`src/rtl/if_fetch_pipe.sv`:
```
// Instruction fetch stage: issues in-order requests to the instruction SRAM bus, buffers responses
// and hands them to decode. The optional misaligned-PC exception is enabled by IF_ADEL_CHECK_EN.
module if_fetch_pipe #(
    parameter logic [31:0] RESET_PC   = 32'hbfc00000,
    parameter logic [31:0] EX_ENTRY   = 32'hbfc00380,
    parameter int          IBUF_DEPTH = 4,
    parameter int          MAX_OUTST  = 2
) (
    input  logic        clk,
    input  logic        reset,
    input  logic        ds_allowin,
    input  logic        br_stall,
    input  logic        br_taken,
    input  logic [31:0] br_target,
    input  logic        ds_br_or_jump_op,
    input  logic        ws_ex,
    input  logic        ws_eret,
    input  logic [31:0] cp0_epc,
    output logic        inst_sram_req,
    output logic        inst_sram_wr,
    output logic [1:0]  inst_sram_size,
    output logic [3:0]  inst_sram_wstrb,
    output logic [31:0] inst_sram_addr,
    output logic [31:0] inst_sram_wdata,
    input  logic        inst_sram_addr_ok,
    input  logic        inst_sram_data_ok,
    input  logic [31:0] inst_sram_rdata,
    output logic        fs_to_ds_valid,
    output logic [70:0] fs_to_ds_bus
);

    localparam int PW = (IBUF_DEPTH > 1) ? $clog2(IBUF_DEPTH) : 1;
    localparam int CW = PW + 1;

    logic [31:0]   fetch_pc;
    logic [CW-1:0] outst;      // accepted, not yet returned (includes cancelled)
    logic [CW-1:0] cancel_cnt; // oldest outstanding responses to discard
    logic [CW-1:0] drop_cnt;   // responses still in flight from before the last reset
    logic [CW-1:0] occ;
    logic [PW-1:0] tag_wp, tag_rp, buf_wp, buf_rp;
    logic [31:0]   tag_mem [IBUF_DEPTH];
    logic [64:0]   buf_mem [IBUF_DEPTH];   // {ex, inst, pc}

    logic          redirect, accept, pop, push, wr_resp, dok_drop, dok_live;
    logic          fetch_ok, adel_push, room_outst, room_buf;
    logic [31:0]   redirect_pc;
    logic [64:0]   push_entry, head;
    logic [CW:0]   drop_sum;

    // Handshakes: a request transfers when inst_sram_req && inst_sram_addr_ok; a response
    // arrives with inst_sram_data_ok; an entry moves to decode when fs_to_ds_valid && ds_allowin.
    assign redirect    = ws_ex | ws_eret | br_taken;
    assign redirect_pc = ws_ex ? EX_ENTRY : (ws_eret ? cp0_epc : br_target);

    assign dok_drop = inst_sram_data_ok && (drop_cnt != '0);
    assign dok_live = inst_sram_data_ok && (drop_cnt == '0) && (outst != '0);
    assign wr_resp  = dok_live && (cancel_cnt == '0) && !redirect && !reset;

    assign room_outst = ({1'b0, outst} + {1'b0, drop_cnt}) < (CW+1)'(MAX_OUTST);
    assign room_buf   = ({1'b0, outst} + {1'b0, occ}) < (CW+1)'(IBUF_DEPTH);

`ifdef IF_ADEL_CHECK_EN
    logic adel_stop;
    logic pc_misaligned;
    assign pc_misaligned = fetch_pc[1:0] != 2'b00;
    assign fetch_ok      = !pc_misaligned && !adel_stop;
    // The exception entry waits for older responses so it stays in program order.
    assign adel_push     = pc_misaligned && !adel_stop && !reset && !redirect
                           && (outst == '0) && room_buf;

    always_ff @(posedge clk) begin
        if (reset || redirect) adel_stop <= 1'b0;
        else if (adel_push)    adel_stop <= 1'b1;
    end
`else
    assign fetch_ok  = 1'b1;
    assign adel_push = 1'b0;
`endif

    assign inst_sram_req   = !reset && !redirect && !br_stall && fetch_ok && room_outst && room_buf;
    assign inst_sram_addr  = fetch_pc;
    assign inst_sram_wr    = 1'b0;
    assign inst_sram_size  = 2'b10;
    assign inst_sram_wstrb = 4'b0000;
    assign inst_sram_wdata = 32'h0;

    assign accept     = inst_sram_req && inst_sram_addr_ok;
    assign push       = wr_resp || adel_push;
    assign push_entry = wr_resp ? {1'b0, inst_sram_rdata, tag_mem[tag_rp]} : {1'b1, 32'h0, fetch_pc};

    assign head           = buf_mem[buf_rp];
    assign fs_to_ds_valid = (occ != '0) && !redirect && !reset;
    assign pop            = fs_to_ds_valid && ds_allowin;
    assign fs_to_ds_bus   = {ds_br_or_jump_op, head[64], head[64] ? 5'h04 : 5'h00, head[63:0]};

    assign drop_sum = {1'b0, drop_cnt} + {1'b0, outst} - (CW+1)'(dok_drop) - (CW+1)'(dok_live);

    always_ff @(posedge clk) begin
        if (accept) tag_mem[tag_wp] <= fetch_pc;
        if (push)   buf_mem[buf_wp] <= push_entry;
    end

    always_ff @(posedge clk) begin
        if (reset) begin
            fetch_pc   <= RESET_PC;
            outst      <= '0;
            cancel_cnt <= '0;
            occ        <= '0;
            tag_wp     <= '0;
            tag_rp     <= '0;
            buf_wp     <= '0;
            buf_rp     <= '0;
            // Requests in flight across reset still answer later; remember how many to discard.
            drop_cnt   <= (drop_sum > (CW+1)'(MAX_OUTST)) ? CW'(MAX_OUTST) : drop_sum[CW-1:0];
        end else begin
            drop_cnt <= drop_cnt - CW'(dok_drop);
            outst    <= outst + CW'(accept) - CW'(dok_live);
            if (accept)   tag_wp <= tag_wp + PW'(1);
            if (dok_live) tag_rp <= tag_rp + PW'(1);
            if (redirect) begin
                fetch_pc   <= redirect_pc;
                cancel_cnt <= outst - CW'(dok_live);
                occ        <= '0;
                buf_wp     <= '0;
                buf_rp     <= '0;
            end else begin
                if (accept)                      fetch_pc   <= fetch_pc + 32'd4;
                if (dok_live && cancel_cnt != '0) cancel_cnt <= cancel_cnt - CW'(1);
                if (push) buf_wp <= buf_wp + PW'(1);
                if (pop)  buf_rp <= buf_rp + PW'(1);
                occ <= occ + CW'(push) - CW'(pop);
            end
        end
    end

endmodule

```
`config.mk`:
```
export PLATFORM = sky130hd
export DESIGN_NAME = if_fetch_pipe
export DESIGN_NICKNAME = d
export VERILOG_FILES = /design/src/rtl/if_fetch_pipe.sv
export SDC_FILE = /design/constraint.sdc
export NUM_CORES = 1
export LEC_CHECK = 0
export BUFFER_PORTS_ARGS = -buffer_cell sky130_fd_sc_hd__buf_2
export CAP_MARGIN = 25
export CORE_ASPECT_RATIO = 0.5
export CORE_MARGIN = 3
export CORE_UTILIZATION = 50
export CTS_CLUSTER_SIZE = 20
export DETAILED_ROUTE_END_ITERATION = 10
export PLACE_DENSITY = 0.81
export SETUP_SLACK_MARGIN = 0.1
export SLEW_MARGIN = 15
export SYNTH_ARGS = -nofsm -noshare
export SYNTH_HDL_FRONTEND = slang
export SYNTH_SLANG_ARGS = --single-unit
```
`constraint.sdc`:
```
create_clock -name clk -period 4.5 [get_ports clk]
set_input_delay 0.45 -clock clk [delete_from_list [all_inputs] [get_ports clk]]
set_output_delay 0.45 -clock clk [all_outputs]
set_load 0.1 [all_outputs]
```
==> impl_metrics.env <==
export IMPL_async_reset_ff_share_pct=0
export IMPL_num_rows=49
export IMPL_hpwlAfterDp_mm=28.63
export IMPL_cellPowerDensity_nw_per_um2=390.7
export IMPL_cts_resized=0
export IMPL_critPathArrivalTime_ns=3.99
export IMPL_yosysMostFrequentCell="edfxtp_1"
export IMPL_seq_area_um2=12780
export IMPL_final_nets=1456
export IMPL_drc=0
export IMPL_final_layout_size_suffix_gt1_share_pct=32.94
export IMPL_status="completed"
export IMPL_fin_setup_tns_ns=0
export IMPL_gp_congestion=0.8989
export IMPL_yosysSeqAreaShare_pct=67.83
export IMPL_ant_nets=0
export IMPL_finalHoldViolCount=0
export IMPL_die_w_um=280.4
export IMPL_synth_top_cell_by_area="edfxtp_1"
export IMPL_crit_slowest_cell="nor3_2"
export IMPL_grt_pass1_vias=11170
export IMPL_hold_class="input port to flop"
export IMPL_grt_max_degree=66
export IMPL_vias_per_cell=5.990
export IMPL_yosys_warnings=0
export IMPL_cts_root_buffer="clkbuf_16"
export IMPL_cp_cell_sequence="ha_1, inv_1, fa_1, xor2_2, o2111ai_4, nor3_2, inv_2, ha_1, inv_1, ha_1, inv_1, fa_1, xnor2_1, xnor2_1, nor2_1"
export IMPL_layout_setup_ws_ns=0.9160
export IMPL_grt_use_total_pct=21.99
export IMPL_path_clk_slew_ns=0.07
export IMPL_critPathTopFamily="adder cells"
export IMPL_yosys_top_cells_count="388 x edfxtp_1, 97 x mux4_2, 56 x dfxtp_1, 51 x nor2_1, 46 x buf_4"
export IMPL_synthSimpleGateAreaFrac_pct=6.559
export IMPL_dp_slack_ns=0.8244
export IMPL_fmax_mhz=279.0
export IMPL_numCtsBuffers=39
export IMPL_htree_num_levels=2
export IMPL_drv_slew=0
export IMPL_synthAdderAreaFrac_pct=1.980
export IMPL_synth_edf_count=388
export IMPL_post_drt_wl_per_cell_um=24.28
export IMPL_clock_sinks=444
export IMPL_boundaryPins=250
export IMPL_via_count=10990
export IMPL_path_max_fanout=6
export IMPL_dpl_instance_area_um2=20290
export IMPL_insertion_delay_ns=0.54
export IMPL_syn_to_final_growth_pct=14.23
export IMPL_synth_compound_area_share_pct=4.326
export IMPL_worst_pin_slew_ns=1.024
export IMPL_drt_first_pass_iters=6
export IMPL_gr_total_overflow=0
export IMPL_cts_tree="done"
export IMPL_maxCapViolCount=0
export IMPL_post_cts_buffers=0
export IMPL_synthDistinctLibCells=69
export IMPL_required_ns=4.91
export IMPL_rsz0062_at_grt="false"
export IMPL_synth_top_area_share_pct=61.88
export IMPL_leakagePower_nw=7.639
export IMPL_numPortBuffers=204
export IMPL_relSlewSlack_pct=31.56
export IMPL_finalSetupViolCount=0
export IMPL_vdd_ir_drop_worst_v=0.0002914
export IMPL_ys_seq_elements=444
export IMPL_totalWireLength_mm=44.55
export IMPL_syn_inst=1115
export IMPL_synth_mux_area_share_pct=14.78
export IMPL_min_period_ns=3.584
export IMPL_core_um2=36540
export IMPL_endpoint_kind="flop"
export IMPL_avgSynthCellArea_um2=16.89
export IMPL_antenna_cells=0
export IMPL_startpoint_type="flop"
export IMPL_crit_type="flop to flop"
export IMPL_synth_xor_area_share_pct=0.7841
export IMPL_ys_top_cells_by_area="edfxtp_1 62%, mux4_2 12%, dfxtp_1 6.0%"
export IMPL_skew_ns=0.01338
export IMPL_dieArea_um2=40160
export IMPL_fin_area_um2=21510
export IMPL_netlist_area_um2=18830
export IMPL_drt_iter0_markers=1132
export IMPL_nFillCells=2628
export IMPL_antenna_found_initial=0
export IMPL_multi_input_area_um2=5534
export IMPL_cpPeakStageDelay_ns=0.48
export IMPL_holdBufCountCts=0
export IMPL_cts_buffer_depth=3
export IMPL_synth_top_flop_cell="edfxtp_1"
export IMPL_die_y_um=143.2
export IMPL_fin_crit_sh_pct=79.64
export IMPL_synth_top_family_by_area="multiplexers"
export IMPL_grt_first_pass_wirelength_mm=67.23
export IMPL_crit_buf_inv=4
export IMPL_initial_core_util_pct=51.53
[routing by layer]
metal,global-route usage [%],up-vias,wire length [um]
met5,0,-,0
met4,7.572,0,1204
met3,3.349,95,3450
met2,36.81,593,22590
met1,29.94,5580,17300
li1,-,4723,-
[final cells by class]
cell class,count,area share (%)
sequential,444,59.41
clock buffer,49,4.811
timing repair buffer,228,5.986
inverter,26,0.4537
clock inverter,21,0.7911
tap,484,2.815
multi-input combinational,583,25.73
[state kept, by name, summed over array words and instances, names as in the netlist, named ones only]
register	flops
buf_mem	260
buf_rp	2
buf_wp	2
cancel_cnt	3
drop_cnt	3
inst_sram_addr	32
occ	3
outst	3
tag_mem	128
tag_rp	2
tag_wp	2
[power breakdown]
group / total, W / internal, W / switching [W]
Sequential: 0.00452 / 0.00446 / 0.0000558
Combinational: 0.000658 / 0.000183 / 0.000475
Clock: 0.00323 / 0.00176 / 0.00147
Total: 0.00840 / 0.00641 / 0.00200
[cell families (layout without fill, tap and decap cells)]
logic type,Yosys count,in the layout
other cells,2,43
flops,444,444
simple gates,226,226
compound gates,118,118
mux,152,152
xor+xnor,16,16
fa+ha+maj,28,28
buf+inv,129,324
[cells in the final DEF, fill, tap and decap left out, types with 5 or more instances in the layout]
cell type	netlist	final
inv_1	24	24
nor2b_1	6	6
nand2b_1	7	7
buf_4	46	17
ha_1	25	25
a211oi_1	9	9
a21o_1	5	5
and4_1	7	7
mux4_2	97	97
conb_1	2	43
o22ai_1	7	7
nor2_1	51	51
buf_12	0	5
xnor2_1	11	11
buf_2	14	204
clkbuf_16	0	40
clkinv_1	1	10
nand3_1	11	11
mux2i_1	17	17
edfxtp_1	388	388
clkinv_2	0	5
a31oi_1	9	9
and2_1	40	36
o21ai_1	6	6
dfxtp_1	56	52
clkbuf_1	38	9
a21oi_1	31	31
nand4_1	19	19
mux2_2	38	38
and3_1	8	7
o21ai_0	15	15
nor3_1	15	14
nand2_1	42	42
[worst paths after layout]
path | cells after the start | from | end | slack, ns
worst max-delay path | 15 | outst[0]$_SDFF_PP0_ | outst[2]$_SDFF_PP0_ | 0.92
worst min-delay path | 2 | inst_sram_rdata[10] | buf_mem[3][42]$_DFFE_PP_ | 0.27
worst max register to register | 15 | outst[0]$_SDFF_PP0_ | outst[2]$_SDFF_PP0_ | 0.92
worst min register to register | 2 | tag_wp[1]$_SDFFE_PP0P_ | tag_wp[1]$_SDFFE_PP0P_ | 0.50
[through the flow]
step	util (%)	std cells	total power, W	hold WS, ns
6_report	58.87	1835	0.008403	0.2651
3_5_place_dp	55.52	1763	0.005258	0.4918
4_1_cts	58.81	1833	0.008430	0.2501
2_1_floorplan	-	1156	0.005132	0.4647
5_1_grt	58.87	1835	0.008651	0.2606
3_3_place_gp	55.44	1762	0.005239	0.4713
Power figures use the tool's default switching activity.
